### config.mk
export PLATFORM = sky130hd
export DESIGN_NAME = task_1_mch_debounce
export DESIGN_NICKNAME = d
export VERILOG_FILES = /design/src/rtl/task_1_pkg.sv /design/src/rtl/task_1_dbnc_ch.sv /design/src/rtl/task_1_mch_debounce.sv
export SDC_FILE = /design/constraint.sdc
export NUM_CORES = 1
export LEC_CHECK = 0
export CAP_MARGIN = 25
export CELL_PAD_IN_SITES_DETAIL_PLACEMENT = 1
export CELL_PAD_IN_SITES_GLOBAL_PLACEMENT = 1
export CORE_ASPECT_RATIO = 0.7
export CORE_MARGIN = 3
export CORE_UTILIZATION = 44
export CTS_BUF_LIST = sky130_fd_sc_hd__clkbuf_16
export DETAILED_ROUTE_END_ITERATION = 8
export PLACE_DENSITY_LB_ADDON = 0.1
export SLEW_MARGIN = 20
export SYNTH_ARGS = -nofsm -noshare
export SYNTH_HDL_FRONTEND = slang
export SYNTH_SLANG_ARGS = --single-unit
### constraint.sdc
create_clock -name i_clk -period 3.3 [get_ports i_clk]
set_input_delay 0.99 -clock i_clk [delete_from_list [all_inputs] [get_ports i_clk]]
set_output_delay 0.99 -clock i_clk [all_outputs]
set_load 0.02 [all_outputs]
### src/rtl/task_1_pkg.sv
// Shared types and constants for the multi-channel debouncer.
package task_1_pkg;

   localparam int BYTES_PER_WORD = 4;
   localparam int ANSWER_W       = 32;
   localparam int SIZE_W         = 12;

   typedef enum logic [1:0] {
      MODE_PASS = 2'd0,
      MODE_DEB  = 2'd1,
      MODE_RISE = 2'd2
   } mode_e;

   typedef enum logic {
      RECV  = 1'b0,
      DRAIN = 1'b1
   } state_e;

   // One answer-FIFO entry.
   typedef struct packed {
      logic                last;
      logic [ANSWER_W-1:0] data;
   } ans_t;

   // Encoding 3 is an alias of debounce.
   function automatic mode_e decode_mode(input logic [1:0] m);
      mode_e r;
      case (m)
         2'd0:    r = MODE_PASS;
         2'd2:    r = MODE_RISE;
         default: r = MODE_DEB;
      endcase
      return r;
   endfunction

endpackage

### src/rtl/task_1_dbnc_ch.sv
// Single-channel debouncer: stable state plus run-length counter of differing samples.
module task_1_dbnc_ch
   import task_1_pkg::*;
#(
   parameter int STABLE_CNT = 4
) (
   input  logic i_clk,
   input  logic i_rst,
   input  logic i_en,
   input  logic i_clr,
   input  logic i_x,
   output logic o_s_nxt,
   output logic o_rise
);

   logic       s_q, s_d;
   logic [7:0] c_q, c_d;
   logic [8:0] c_inc;

   assign c_inc = {1'b0, c_q} + 9'd1;

   // Next state/counter for the current sample; packet end wipes the history.
   always_comb begin
      s_d = s_q;
      c_d = c_q;
      if (i_en) begin
         if (i_x == s_q) begin
            c_d = '0;
         end else if (c_inc == 9'(STABLE_CNT)) begin
            s_d = i_x;
            c_d = '0;
         end else begin
            c_d = c_inc[7:0];
         end
      end
      if (i_clr) begin
         s_d = 1'b0;
         c_d = '0;
      end
   end

   // State registers.
   always_ff @(posedge i_clk) begin
      if (i_rst) begin
         s_q <= 1'b0;
         c_q <= '0;
      end else begin
         s_q <= s_d;
         c_q <= c_d;
      end
   end

   // Same-cycle result: the byte's own update is visible immediately.
   assign o_s_nxt = s_d;
   assign o_rise  = s_d & ~s_q;

endmodule

### src/rtl/task_1_mch_debounce.sv
// Streaming multi-channel debouncer: bytes in, packed 32-bit answer words out via a small FIFO.
module task_1_mch_debounce
   import task_1_pkg::*;
#(
   parameter int NUM_CH     = 8,
   parameter int STABLE_CNT = 4,
   parameter int MAX_BYTES  = 100,
   parameter int FIFO_DEPTH = 4
) (
   input  logic                i_clk,
   input  logic                i_rst,
   input  logic [1:0]          i_mode,
   input  logic                i_tdata_valid,
   input  logic [7:0]          i_tdata,
   input  logic                i_tdata_last,
   output logic                o_tready,
   input  logic                i_tmanager_ready,
   output logic                o_tanswer_ready,
   output logic [ANSWER_W-1:0] o_tanswer_data,
   output logic                o_tanswer_data_last,
   output logic [SIZE_W-1:0]   o_packet_size_in_bytes
);

   localparam int PTR_W = (FIFO_DEPTH > 1) ? $clog2(FIFO_DEPTH) : 1;
   localparam int CNT_W = PTR_W + 1;

   state_e              state_q, state_d;
   mode_e               mode_q, mode_d, mode_cur;
   logic                first_q, first_d;
   logic [SIZE_W-1:0]   cnt_q, cnt_d;
   logic [SIZE_W-1:0]   size_q, size_d;
   logic [ANSWER_W-1:0] pack_q, pack_d;

   ans_t                mem_q [FIFO_DEPTH];
   logic [PTR_W-1:0]    wr_q, wr_d, rd_q, rd_d;
   logic [CNT_W-1:0]    fcnt_q, fcnt_d;
   ans_t                head;

   logic                full, empty, accept, pop, store, drain_done;
   logic                push;
   ans_t                push_ent;
   logic [ANSWER_W-1:0] word_w;
   logic [7:0]          s_nxt, rise, res_byte;

   assign full       = (fcnt_q == CNT_W'(FIFO_DEPTH));
   assign empty      = (fcnt_q == '0);
   assign head       = mem_q[rd_q];
   assign o_tready   = (state_q == RECV) && !full;
   assign accept     = i_tdata_valid && o_tready;
   assign pop        = !empty && i_tmanager_ready;
   assign store      = accept && (cnt_q < SIZE_W'(MAX_BYTES));
   assign drain_done = (state_q == DRAIN) && pop && head.last;

   // The first byte of a packet samples i_mode directly so it sees the new mode.
   assign mode_cur = first_q ? decode_mode(i_mode) : mode_q;

   for (genvar g = 0; g < 8; g++) begin : g_ch
      if (g < NUM_CH) begin : g_on
         task_1_dbnc_ch #(.STABLE_CNT(STABLE_CNT)) u_ch (
            .i_clk   (i_clk),
            .i_rst   (i_rst),
            .i_en    (accept),
            .i_clr   (drain_done),
            .i_x     (i_tdata[g]),
            .o_s_nxt (s_nxt[g]),
            .o_rise  (rise[g])
         );
      end else begin : g_off
         assign s_nxt[g] = 1'b0;
         assign rise[g]  = 1'b0;
      end
   end

   // Per-channel result bit selected by the packet's mode; unused channels stay 0.
   always_comb begin
      res_byte = '0;
      for (int b = 0; b < NUM_CH; b++) begin
         case (mode_cur)
            MODE_PASS: res_byte[b] = i_tdata[b];
            MODE_RISE: res_byte[b] = rise[b];
            default:   res_byte[b] = s_nxt[b];
         endcase
      end
   end

   // Packing, byte counting and RECV/DRAIN sequencing.
   always_comb begin
      state_d  = state_q;
      mode_d   = mode_q;
      first_d  = first_q;
      cnt_d    = cnt_q;
      size_d   = size_q;
      pack_d   = pack_q;
      push     = 1'b0;
      push_ent = '0;
      word_w   = pack_q;
      if (store) word_w[{cnt_q[1:0], 3'b000} +: 8] = res_byte;
      if (accept) begin
         first_d = 1'b0;
         if (first_q) mode_d = mode_cur;
         if (store) begin
            cnt_d  = cnt_q + 12'd1;
            size_d = cnt_q + 12'd1;
            pack_d = word_w;
         end
         if (i_tdata_last) begin
            // Partial (or empty, if everything was already flushed) pack closes the packet.
            push          = 1'b1;
            push_ent.data = word_w;
            push_ent.last = 1'b1;
            pack_d        = '0;
            state_d       = DRAIN;
         end else if (store && (cnt_q[1:0] == 2'd3)) begin
            push          = 1'b1;
            push_ent.data = word_w;
            pack_d        = '0;
         end
      end
      if (drain_done) begin
         // Size output deliberately keeps its value until the next packet's first byte.
         state_d = RECV;
         cnt_d   = '0;
         pack_d  = '0;
         first_d = 1'b1;
      end
   end

   // FIFO pointer/occupancy next values.
   always_comb begin
      wr_d   = push ? wr_q + 1'b1 : wr_q;
      rd_d   = pop  ? rd_q + 1'b1 : rd_q;
      fcnt_d = fcnt_q;
      case ({push, pop})
         2'b10:   fcnt_d = fcnt_q + 1'b1;
         2'b01:   fcnt_d = fcnt_q - 1'b1;
         default: fcnt_d = fcnt_q;
      endcase
   end

   // Control and datapath registers.
   always_ff @(posedge i_clk) begin
      if (i_rst) begin
         state_q <= RECV;
         mode_q  <= MODE_PASS;
         first_q <= 1'b1;
         cnt_q   <= '0;
         size_q  <= '0;
         pack_q  <= '0;
      end else begin
         state_q <= state_d;
         mode_q  <= mode_d;
         first_q <= first_d;
         cnt_q   <= cnt_d;
         size_q  <= size_d;
         pack_q  <= pack_d;
      end
   end

   // Answer FIFO storage; the head entry drives the outputs straight from flops.
   always_ff @(posedge i_clk) begin
      if (i_rst) begin
         wr_q   <= '0;
         rd_q   <= '0;
         fcnt_q <= '0;
         for (int i = 0; i < FIFO_DEPTH; i++) mem_q[i] <= '0;
      end else begin
         wr_q   <= wr_d;
         rd_q   <= rd_d;
         fcnt_q <= fcnt_d;
         if (push) mem_q[wr_q] <= push_ent;
      end
   end

   assign o_tanswer_ready        = !empty;
   assign o_tanswer_data         = head.data;
   assign o_tanswer_data_last    = head.last;
   assign o_packet_size_in_bytes = size_q;

endmodule

==> summary.txt <==
Outcome
  • Outcome: complete, no violations

Clocking
  • CTS tree: done
  • Clk slew on worst S/H paths: 0.06 ns
  • Hold-fix buffers, CTS: 0
  • H-tree lvl count: 1
  • Clock Latency Late Sink: 0.57 ns
  • CTS max path bufs: 3
  • Num CTS Buffers: 28
  • # clock sinks: 273
  • Clock root buffer: clkbuf_16

Finish
  • Fraction of layout instances using a drive strength above 1: 15.55%
  • Fin cells: 1899
  • Layout area overhead: 19.54%
  • Most frequent cells in the layout: 140 x dfxtp_1, 138 x nand2_1, 132 x edfxtp_1
  • Most common cell after layout, fill and taps aside: dfxtp_1
  • # nets final: 1503

Global routing
  • Overall global routing resource usage: 26.52%
  • Largest net degree at the start of global routing: 34
  • Global-route wire length before repair: 70.15 mm
  • Grt ovf: 0
  • Initial antenna violation count: 2
  • Vias in the first global route: 11925

Setup path
  • CP max FO: 12
  • Reg-to-reg critical path endpoint: mem_q[3][8]$_DFFE_PP_
  • WP data arrival: 2.26 ns
  • Worst Setup EP: o_tanswer_data_last
  • Worst EP required: 2.31 ns
  • Crit Path Class: register to primary output
  • CP Capture Type: primary output
  • Reg2reg path depth: 8
  • Reg2Reg Setup Slack: 0.39 ns
  • Reg-to-Reg Start: g_ch[0].g_on.u_ch.c_q[0]$_SDFFE_PP0P_
  • Startpoint Class: register

Floorplan
  • Initial Util: 45.34%
  • Die area: 33560 um^2
  • Chip height: 154.2 um
  • Core footprint: 30440 um^2
  • Die W: 217.7 um
  • Number of I/O pins: 62
  • Row cnt: 53

STA
  • Final period util: 98.43%
  • Final hold violation count: 0
  • Setup_tns: 0 ns
  • Hold Slack: 0.4586 ns
  • Fin worst setup slack: 0.05179 ns
  • Slew margin rel.: 51.10%
  • Fin. max-slew vios: 0
  • Worst Skew: 0.02417 ns
  • Unrepaired setup endpoints after global routing: no
  • Final Setup Violations: 0
  • Fmax: 307.9 MHz
  • Fin crit period: 3.248 ns
  • Worst Tran Pin Value: 0.7283 ns

Synthesis
  • Post-synth top area share: 28.72%
  • Mapped Avg Cell Area: 10.30 um^2
  • Post-synth EDFFs: 132
  • Netlist cell types: 77
  • Ys Warns: 0
  • Largest area contributor in the netlist: edfxtp_1
  • Synth Register Bits: 273
  • Synth Instances: 1340
  • Top cells by area, synth: edfxtp_1 29%, dfxtp_1 20%, mux4_2 5.4%
  • Register area share after synthesis: 49.17%
  • Asr flop ratio synth: 0%
  • Primary FF master, synth: dfxtp_1
  • Mapped cell area: 13800 um^2
  • Syn nets: 1379

Drt
  • WL final: 44.34 mm
  • First drt pass iteration count: 5
  • Post-DR vias/cell: 6.177
  • Drt drc: 0
  • Iteration-0 DRC Markers: 1181
  • Wire length per cell: 23.35 um
  • ANT nets after route: 0
  • Routed vias: 11730

Placed design
  • Dpl ws: -0.2587 ns
  • Inst Count DP: 1845
  • Gpl congestion: 0.8441
  • PortBufs: 61
  • Post-DP HPWL: 30.72 mm

Power and ir drop
  • Worst IR Drop VDD: 389.0 uV
  • PwrDens: 557.6 nW/um^2
  • Tot Pwr: 9.200 mW
  • Leak: 5.956 nW

Worst hold path
  • Hold Crit Class: register to register

Flow run
  • Max Cap Viol: 0
==> sequential cells by signal, indices dropped and copies added (netlist names), named ones only <==
signal / count
g_ch.g_on.u_ch.c_q: 64
wr_q: 2
mode_q: 2
pack_q: 32
state_q: 1
first_q: 1
mem_q: 132
rd_q: 2
fcnt_q: 3
cnt_q: 12
o_packet_size_in_bytes: 12
g_ch.g_on.u_ch.s_q: 8
==> logic make-up (layout without fill, tap and decap cells) <==
family	count (synthesis)	in the layout	share of synthesized area, %
simple gates	427	427	15.74
xor+xnor	48	48	3.046
mux	41	41	5.965
flops	273	273	49.17
fa+ha+maj	24	24	2.230
other cells	0	1	0
compound gates	419	419	20.13
buf+inv	108	254	3.717
==> Yosys cell counts (all sizes together) (3+ instances only) <==
| cell type | n |
|---|---|
| xor2 | 21 |
| inv | 19 |
| mux2i | 8 |
| o31ai | 5 |
| nand3 | 26 |
| buf | 29 |
| a31oi | 14 |
| and2 | 18 |
| or3 | 26 |
| edfxtp | 132 |
| nor2b | 4 |
| a21o | 12 |
| o211a | 7 |
| a21boi | 11 |
| a211o | 9 |
| o211ai | 14 |
| and4 | 17 |
| nand4b | 3 |
| and3 | 16 |
| a41oi | 5 |
| nand2 | 142 |
| dfxtp | 141 |
| o2bb2ai | 32 |
| a211oi | 22 |
| o21ai | 83 |
| nor3b | 3 |
| mux4 | 33 |
| a22oi | 4 |
| ha | 23 |
| o2111ai | 5 |
| nor3 | 16 |
| clkbuf | 60 |
| o32ai | 6 |
| o21a | 5 |
| and3b | 12 |
| nor2 | 99 |
| a21oi | 82 |
| xnor2 | 27 |
| o22ai | 82 |
| nand2b | 20 |
| a32oi | 7 |
| nand4 | 13 |
==> final cells by class <==
class                   instances  area, um^2
diodes                          1       2.502
clock buffers                  29       725.7
clock inverters                23       237.7
fillers                      3317       13940
inverters                      19       71.32
multi-input cells             959        6528
flip-flops and latches        273        6788
well taps                     412       515.5
repair buffers                183        1630
==> worst max-delay path, cell delays in order (launching register included) <==
cell and delay (ns):
dfxtp_1 0.41, buf_4 0.27, mux4_2 0.44, clkdlybuf4s50_1 0.58
==> power breakdown <==
group | internal (mW) | switching (mW) | leakage, nW
registers | 3.69 | 0.128 | 2.51
logic | 0.850 | 1.16 | 2.96
clock network | 1.98 | 1.40 | 0.492
==> timing repair <==
| item | CTS | global route |
|---|---|---|
| gates resized for setup | 27 | 7 |
| endpoints found under the setup margin | 31 | 11 |
| buffers inserted | 0 | 0 |
==> stage by stage <==
stage,util [%],area (um^2)
2_1_floorplan,-,13800
5_1_grt,54.20,16500
6_report,54.20,16500
3_3_place_gp,51.01,15530
3_5_place_dp,51.01,15530
4_1_cts,54.08,16460
==> worst min-delay path by stage <==
| stage | depth (start not counted) | to | startpoint |
|---|---|---|---|
| 2_1_floorplan | 1 | cnt_q[10]$_SDFFE_PP0P_ | cnt_q[10]$_SDFFE_PP0P_ |
| 3_3_place_gp | 1 | o_packet_size_in_bytes[10]$_SDFFE_PP0P_ | o_packet_size_in_bytes[10]$_SDFFE_PP0P_ |
| 3_5_place_dp | 1 | o_packet_size_in_bytes[10]$_SDFFE_PP0P_ | o_packet_size_in_bytes[10]$_SDFFE_PP0P_ |
| 4_1_cts | 1 | o_packet_size_in_bytes[8]$_SDFFE_PP0P_ | o_packet_size_in_bytes[8]$_SDFFE_PP0P_ |
| 5_1_grt | 1 | o_packet_size_in_bytes[8]$_SDFFE_PP0P_ | o_packet_size_in_bytes[8]$_SDFFE_PP0P_ |
| 6_report | 1 | cnt_q[10]$_SDFFE_PP0P_ | cnt_q[10]$_SDFFE_PP0P_ |
==> metal layers <==
layer	vias up	global-route usage, %	share of wire [%]
li1	5355	-	-
met1	5921	40.74	48
met2	381	39.42	43
met3	73	3.771	7.0
met4	0	6.704	2.5
met5	-	0	0
Note: power is estimated with default switching activity, not from simulation.
